## src/rtl/execute_stage_block.sv

```systemverilog
// Execute stage of the 8-bit MIPS pipeline: ALU, iterative shift-add multiplier,
// and the EX/MEM output registers consumed by the data-memory stage.
module execute_stage_block #(
   parameter int WIDTH      = 8,
   parameter int MUL_CYCLES = 8
) (
   input  logic             clk,
   input  logic             reset,
   input  logic             valid_id,
   input  logic [3:0]       alu_op_id,
   input  logic [WIDTH-1:0] op_a_id,
   input  logic [WIDTH-1:0] op_b_id,
   input  logic [WIDTH-1:0] store_data_id,
   input  logic             mem_rw_id,
   input  logic             mem_en_id,
   input  logic             mem_mux_sel_id,
   input  logic             flush_ex,
   output logic             stall_ex,
   output logic [WIDTH-1:0] ans_ex,
   output logic [WIDTH-1:0] DM_data,
   output logic             mem_rw_ex,
   output logic             mem_en_ex,
   output logic             mem_mux_sel_ex,
   output logic             valid_ex,
   output logic             zero_ex,
   output logic             carry_ex
);

   localparam int CW  = $clog2(MUL_CYCLES);
   localparam int SHW = $clog2(WIDTH);

   localparam logic [3:0] OP_ADD   = 4'd0;
   localparam logic [3:0] OP_SUB   = 4'd1;
   localparam logic [3:0] OP_AND   = 4'd2;
   localparam logic [3:0] OP_OR    = 4'd3;
   localparam logic [3:0] OP_XOR   = 4'd4;
   localparam logic [3:0] OP_SLL   = 4'd5;
   localparam logic [3:0] OP_SRL   = 4'd6;
   localparam logic [3:0] OP_SLT   = 4'd7;
   localparam logic [3:0] OP_MUL   = 4'd8;
   localparam logic [3:0] OP_PASSB = 4'd9;

   typedef enum logic {IDLE = 1'b0, BUSY = 1'b1} state_t;

   state_t           state_q, state_d;
   logic [CW-1:0]    cnt_q, cnt_d;
   logic [WIDTH-1:0] mcand_q, mcand_d;
   logic [WIDTH-1:0] mplier_q, mplier_d;
   logic [WIDTH-1:0] acc_q, acc_d;

   logic [WIDTH-1:0] ans_q, ans_d;
   logic [WIDTH-1:0] dm_data_q, dm_data_d;
   logic             mem_rw_q, mem_rw_d;
   logic             mem_en_q, mem_en_d;
   logic             mem_mux_sel_q, mem_mux_sel_d;
   logic             valid_q, valid_d;
   logic             zero_q, zero_d;
   logic             carry_q, carry_d;

   logic [WIDTH-1:0] alu_res;
   logic             alu_carry;
   logic [WIDTH-1:0] mul_prod;
   logic             is_mul;
   logic             last_iter;

   assign is_mul    = (alu_op_id == OP_MUL);
   assign last_iter = (state_q == BUSY) && (cnt_q == CW'(MUL_CYCLES - 1));
   assign mul_prod  = acc_q + (mplier_q[0] ? mcand_q : '0);
   assign stall_ex  = valid_id & is_mul & ~last_iter & ~flush_ex;

   always_comb begin
      alu_res   = '0;
      alu_carry = 1'b0;
      case (alu_op_id)
         OP_ADD:   {alu_carry, alu_res} = {1'b0, op_a_id} + {1'b0, op_b_id};
         OP_SUB: begin
            alu_res   = op_a_id - op_b_id;
            alu_carry = (op_a_id < op_b_id);
         end
         OP_AND:   alu_res = op_a_id & op_b_id;
         OP_OR:    alu_res = op_a_id | op_b_id;
         OP_XOR:   alu_res = op_a_id ^ op_b_id;
         OP_SLL:   alu_res = op_a_id << op_b_id[SHW-1:0];
         OP_SRL:   alu_res = op_a_id >> op_b_id[SHW-1:0];
         OP_SLT:   alu_res = {{(WIDTH-1){1'b0}}, ($signed(op_a_id) < $signed(op_b_id))};
         OP_PASSB: alu_res = op_b_id;
         default:  alu_res = '0;
      endcase
   end

   always_ff @(posedge clk or posedge reset) begin
      if (reset) begin
         state_q <= IDLE;
      end else begin
         state_q <= state_d;
      end
   end

   always_comb begin
      state_d = state_q;
      case (state_q)
         IDLE:    if (valid_id && is_mul) state_d = BUSY;
         BUSY:    if (last_iter) state_d = IDLE;
         default: state_d = IDLE;
      endcase
      if (flush_ex) state_d = IDLE;
   end

   // Default is a bubble: controls drop, result/store data/flags hold.
   always_comb begin
      cnt_d         = cnt_q;
      mcand_d       = mcand_q;
      mplier_d      = mplier_q;
      acc_d         = acc_q;
      ans_d         = ans_q;
      dm_data_d     = dm_data_q;
      zero_d        = zero_q;
      carry_d       = carry_q;
      valid_d       = 1'b0;
      mem_rw_d      = 1'b0;
      mem_en_d      = 1'b0;
      mem_mux_sel_d = 1'b0;
      if (flush_ex) begin
         cnt_d = '0;
      end else if (state_q == BUSY) begin
         if (last_iter) begin
            ans_d         = mul_prod;
            zero_d        = (mul_prod == '0);
            carry_d       = 1'b0;
            dm_data_d     = store_data_id;
            mem_rw_d      = mem_rw_id;
            mem_en_d      = mem_en_id;
            mem_mux_sel_d = mem_mux_sel_id;
            valid_d       = 1'b1;
            cnt_d         = '0;
         end else begin
            if (mplier_q[0]) acc_d = acc_q + mcand_q;
            mcand_d  = mcand_q << 1;
            mplier_d = mplier_q >> 1;
            cnt_d    = cnt_q + CW'(1);
         end
      end else if (valid_id) begin
         if (is_mul) begin
            mcand_d  = op_a_id;
            mplier_d = op_b_id;
            acc_d    = '0;
            cnt_d    = '0;
         end else begin
            ans_d         = alu_res;
            zero_d        = (alu_res == '0);
            carry_d       = alu_carry;
            dm_data_d     = store_data_id;
            mem_rw_d      = mem_rw_id;
            mem_en_d      = mem_en_id;
            mem_mux_sel_d = mem_mux_sel_id;
            valid_d       = 1'b1;
         end
      end
   end

   always_ff @(posedge clk or posedge reset) begin
      if (reset) begin
         cnt_q         <= '0;
         mcand_q       <= '0;
         mplier_q      <= '0;
         acc_q         <= '0;
         ans_q         <= '0;
         dm_data_q     <= '0;
         mem_rw_q      <= 1'b0;
         mem_en_q      <= 1'b0;
         mem_mux_sel_q <= 1'b0;
         valid_q       <= 1'b0;
         zero_q        <= 1'b0;
         carry_q       <= 1'b0;
      end else begin
         cnt_q         <= cnt_d;
         mcand_q       <= mcand_d;
         mplier_q      <= mplier_d;
         acc_q         <= acc_d;
         ans_q         <= ans_d;
         dm_data_q     <= dm_data_d;
         mem_rw_q      <= mem_rw_d;
         mem_en_q      <= mem_en_d;
         mem_mux_sel_q <= mem_mux_sel_d;
         valid_q       <= valid_d;
         zero_q        <= zero_d;
         carry_q       <= carry_d;
      end
   end

   assign ans_ex         = ans_q;
   assign DM_data        = dm_data_q;
   assign mem_rw_ex      = mem_rw_q;
   assign mem_en_ex      = mem_en_q;
   assign mem_mux_sel_ex = mem_mux_sel_q;
   assign valid_ex       = valid_q;
   assign zero_ex        = zero_q;
   assign carry_ex       = carry_q;

endmodule

```

## config.mk

```make
export PLATFORM = sky130hd
export DESIGN_NAME = execute_stage_block
export DESIGN_NICKNAME = d
export VERILOG_FILES = /design/src/rtl/execute_stage_block.sv
export SDC_FILE = /design/constraint.sdc
export NUM_CORES = 1
export LEC_CHECK = 0
export BUFFER_PORTS_ARGS = -buffer_cell sky130_fd_sc_hd__buf_2
export CORE_ASPECT_RATIO = 0.75
export CORE_MARGIN = 5
export CORE_UTILIZATION = 45
export CTS_BUF_LIST = sky130_fd_sc_hd__clkbuf_2
export DETAILED_ROUTE_END_ITERATION = 12
export PLACE_DENSITY = 0.67
export SLEW_MARGIN = 5
export SYNTH_ARGS = -nofsm -noshare
export SYNTH_HDL_FRONTEND = slang
export SYNTH_SLANG_ARGS = --single-unit
```

## constraint.sdc

```tcl
create_clock -name clk -period 2.43 [get_ports clk]
set_input_delay 0 -clock clk [delete_from_list [all_inputs] [get_ports clk]]
set_output_delay 0 -clock clk [all_outputs]
set_load 0.01 [all_outputs]
```

==> results.tsv <==
metric	value	unit
rr_worst_depth	9	
regArea	1250	um2
synthMuxAreaShare	10.1	%
startpoint	op_a_id[7]	
finalPower	2.45	mW
critPathKind	in -> reg	
port_buffers	57	
setup_tns	0	ns
synth_cell_types	69	
r2r_setup_slack	0.11	ns
die_area	12300	um2
setup_violations	0	
final_antenna_net_count	0	
routedWlPerCell	18.1	um
cts_tree	built	
cap_viol_max_count	0	
yosys.area_share.adder	12.9	%
dp_hpwl	10700	um
slowest_delay	0.52	ns
drc	0	
critPathMaxFanout	7	
via_count	4484	
io_pins	58	
syn_area_per_cell	8.72	um2
synth_ff_type	dfrtp_1	
timing.rr.end	ans_ex[7]	
min-delay-start	op_a_id[4]	
met2_length	5980	um
multi_input_area	3110	um2
dieHeight	97.4	um
wirelength	13800	um
status	finished clean	
grt_antenna_before_repair	0	
num-nets-final	709	
drt_iter0_markers	375	
first_global_vias	4288	
cp-start-kind	input pin	
ys_ff_latch	50	
grt_pass1_wl	22600	um
synth_xor_area_share	3.44	%
syn-num-nets	606	
num-fill-cells	881	
globalplace.congestion	0.977	
drive_above_1_share	20.8	%
fin_crit	2.33	ns
crit-reg2reg-launch	mplier_q[0]	
hp-class	in -> reg	
grt_max_degree	39	
cts_inserted_buffers	5	
viasPerCell	5.89	
synth-compound-area-share	22.1	%
slew_headroom	32.6	%
met1_length	6410	um
final_cell_mix	nand2_1, buf_2, buf_4	
fin_area	5560	um2
netlist_area	4590	um2
drv_slew	0	
yosysWarningCount	0	
dpl_cell_area	5270	um2
clk_pin_slew_worst_paths	0.27	ns
areaGrowthSynthToFinish	21.3	%
path_cells	dlygate4sd3_1 -> buf_2 -> inv_1 -> ha_1 -> a31oi_1 -> o22ai_1 -> a311oi_1 -> o2111ai_1 -> or3_1 -> o21ai_1	
row_count	31	
grt_overflow_total	0	
arrival	2.73	ns
cp_slowest_cell	dlygate4sd3_1	
fp.dieW	127	um
grt_usage	22.3	%
fin_skew	0.0115	ns
top_layer	met4	
met3_length	1270	um
fmax	0.430	GHz
htree_levels	2	
initial_core_util	46.7	%
cp.required	2.84	ns
critPathBufInv	3	
diodes	0	
endpoint_kind	flip-flop	
dr.pass1.iters	6	
hold_violations	0	
cts_root_buf	clkbuf_2	
finalCritPeriodShare	95.7	%
cp_top_family	compound AO/OA/AOI/OAI gates	
clock_latency	0.45	ns
hold_end	mcand_q[4]	
p_leak	2.73	nW
synth_cells	526	
clock-sinks	50	
async_flop_share	100	%
ir_worst_vdd	275	uV
clk_path_buf_depth	2	
synth-simple-area-share	18.6	%
coreArea	9810	um2
whs_path_depth	4	
fin_util	56.7	%
synth-seq-area-share	27.3	%
synth_top_family_by_area	compound AO/OA/AOI/OAI gates	
layout_commonest_cell	nand2_1	
pwr_density_cell	440	nW/um2
synth-edff-count	0	
tightest_slew	0.998	ns
==> timing repair <==
action / CTS / global route
hold buffers: 22 / 0
setup endpoints to repair: 0 / 4
hold endpoints to repair: 74 / 0
gates resized for setup: 0 / 6
buffers inserted: 0 / 1
==> metrics by stage <==
step / setup slack [ns] / hold WS [ns] / cells
6_report: 0.103 / 0.0421 / 761
3_5_place_dp: -0.0525 / 0.0396 / 731
4_1_cts: 0.0185 / 0.0161 / 760
5_1_grt: -0.0105 / 0.0262 / 761
2_1_floorplan: -0.0334 / 0.0503 / 526
3_3_place_gp: 0.0294 / 0.0271 / 731
==> worst max-delay path by stage <==
stage          slack (ns)  cells after the start   endpoint
3_5_place_dp        -0.05                     13    zero_ex
3_3_place_gp         0.03                     10    zero_ex
6_report             0.10                     10    zero_ex
2_1_floorplan       -0.03                     12  ans_ex[6]
5_1_grt             -0.01                      9   acc_q[6]
4_1_cts              0.02                     10  ans_ex[6]
==> where the power goes <==
group | switching [mW] | total [mW] | internal (mW)
Clock | 0.287 | 0.355 | 0.0683
Sequential | 0.0931 | 1.06 | 0.964
Combinational | 0.568 | 1.04 | 0.469
==> synthesized netlist by cell type, types with 9 or more instances <==
library cell  instances  share of area [%]
a21o_1                9                1.5
nor2_1               28                2.3
a21oi_1              25                2.7
nand2_1              64                5.2
xnor2_1              10                1.9
clkbuf_1             23                1.9
inv_1                27                2.2
and2_1               17                2.3
mux2i_1              24                5.2
ha_1                 41                 11
a31oi_1              11                1.5
o21ai_0              33                3.6
nor2b_1              12                1.6
dfrtp_1              50                 27
==> routing by layer <==
| layer | vias up | track usage (%) |
|---|---|---|
| met2 | 195 | 32.4 |
| met3 | 16 | 6.43 |
| li1 | 2124 | - |
| met4 | 0 | 3.87 |
| met1 | 2149 | 33.2 |
| met5 | - | 0 |
==> logic make-up (layout without fill, tap and decap cells) <==
kind of cell / count (synthesis) / in the layout
AO/OA/AOI/OAI: 148 / 148
flip-flops: 50 / 50
XOR/XNOR: 18 / 18
AND/OR/NAND/NOR: 168 / 168
multiplexers: 34 / 34
buffers and inverters: 63 / 166
adder cells (fa/ha/maj): 45 / 45
==> worst min-delay path, delay by kind of cell <==
| kind | cells | cell delay, ns |
|---|---|---|
| buf+inv | 2 | 0.29 |
| mux | 1 | 0.11 |
| compound gates | 1 | 0.09 |
==> final cells by class <==
| type | instances | share of cell area, % |
|---|---|---|
| clock buffers | 5 | 0.450 |
| well taps | 132 | 2.97 |
| clock inverters | 2 | 0.247 |
| inverters | 29 | 1.96 |
| repair buffers | 130 | 16.0 |
| flip-flops and latches | 50 | 22.5 |
| multi-input cells | 413 | 55.9 |
==> state kept, by name, summed over array words and instances (netlist names), 3 cells and up <==
| name | cells |
|---|---|
| DM_data | 8 |
| acc_q | 8 |
| ans_ex | 8 |
| mcand_q | 8 |
| mplier_q | 8 |
| cnt_q | 3 |
(Power assumes the default switching activity.)
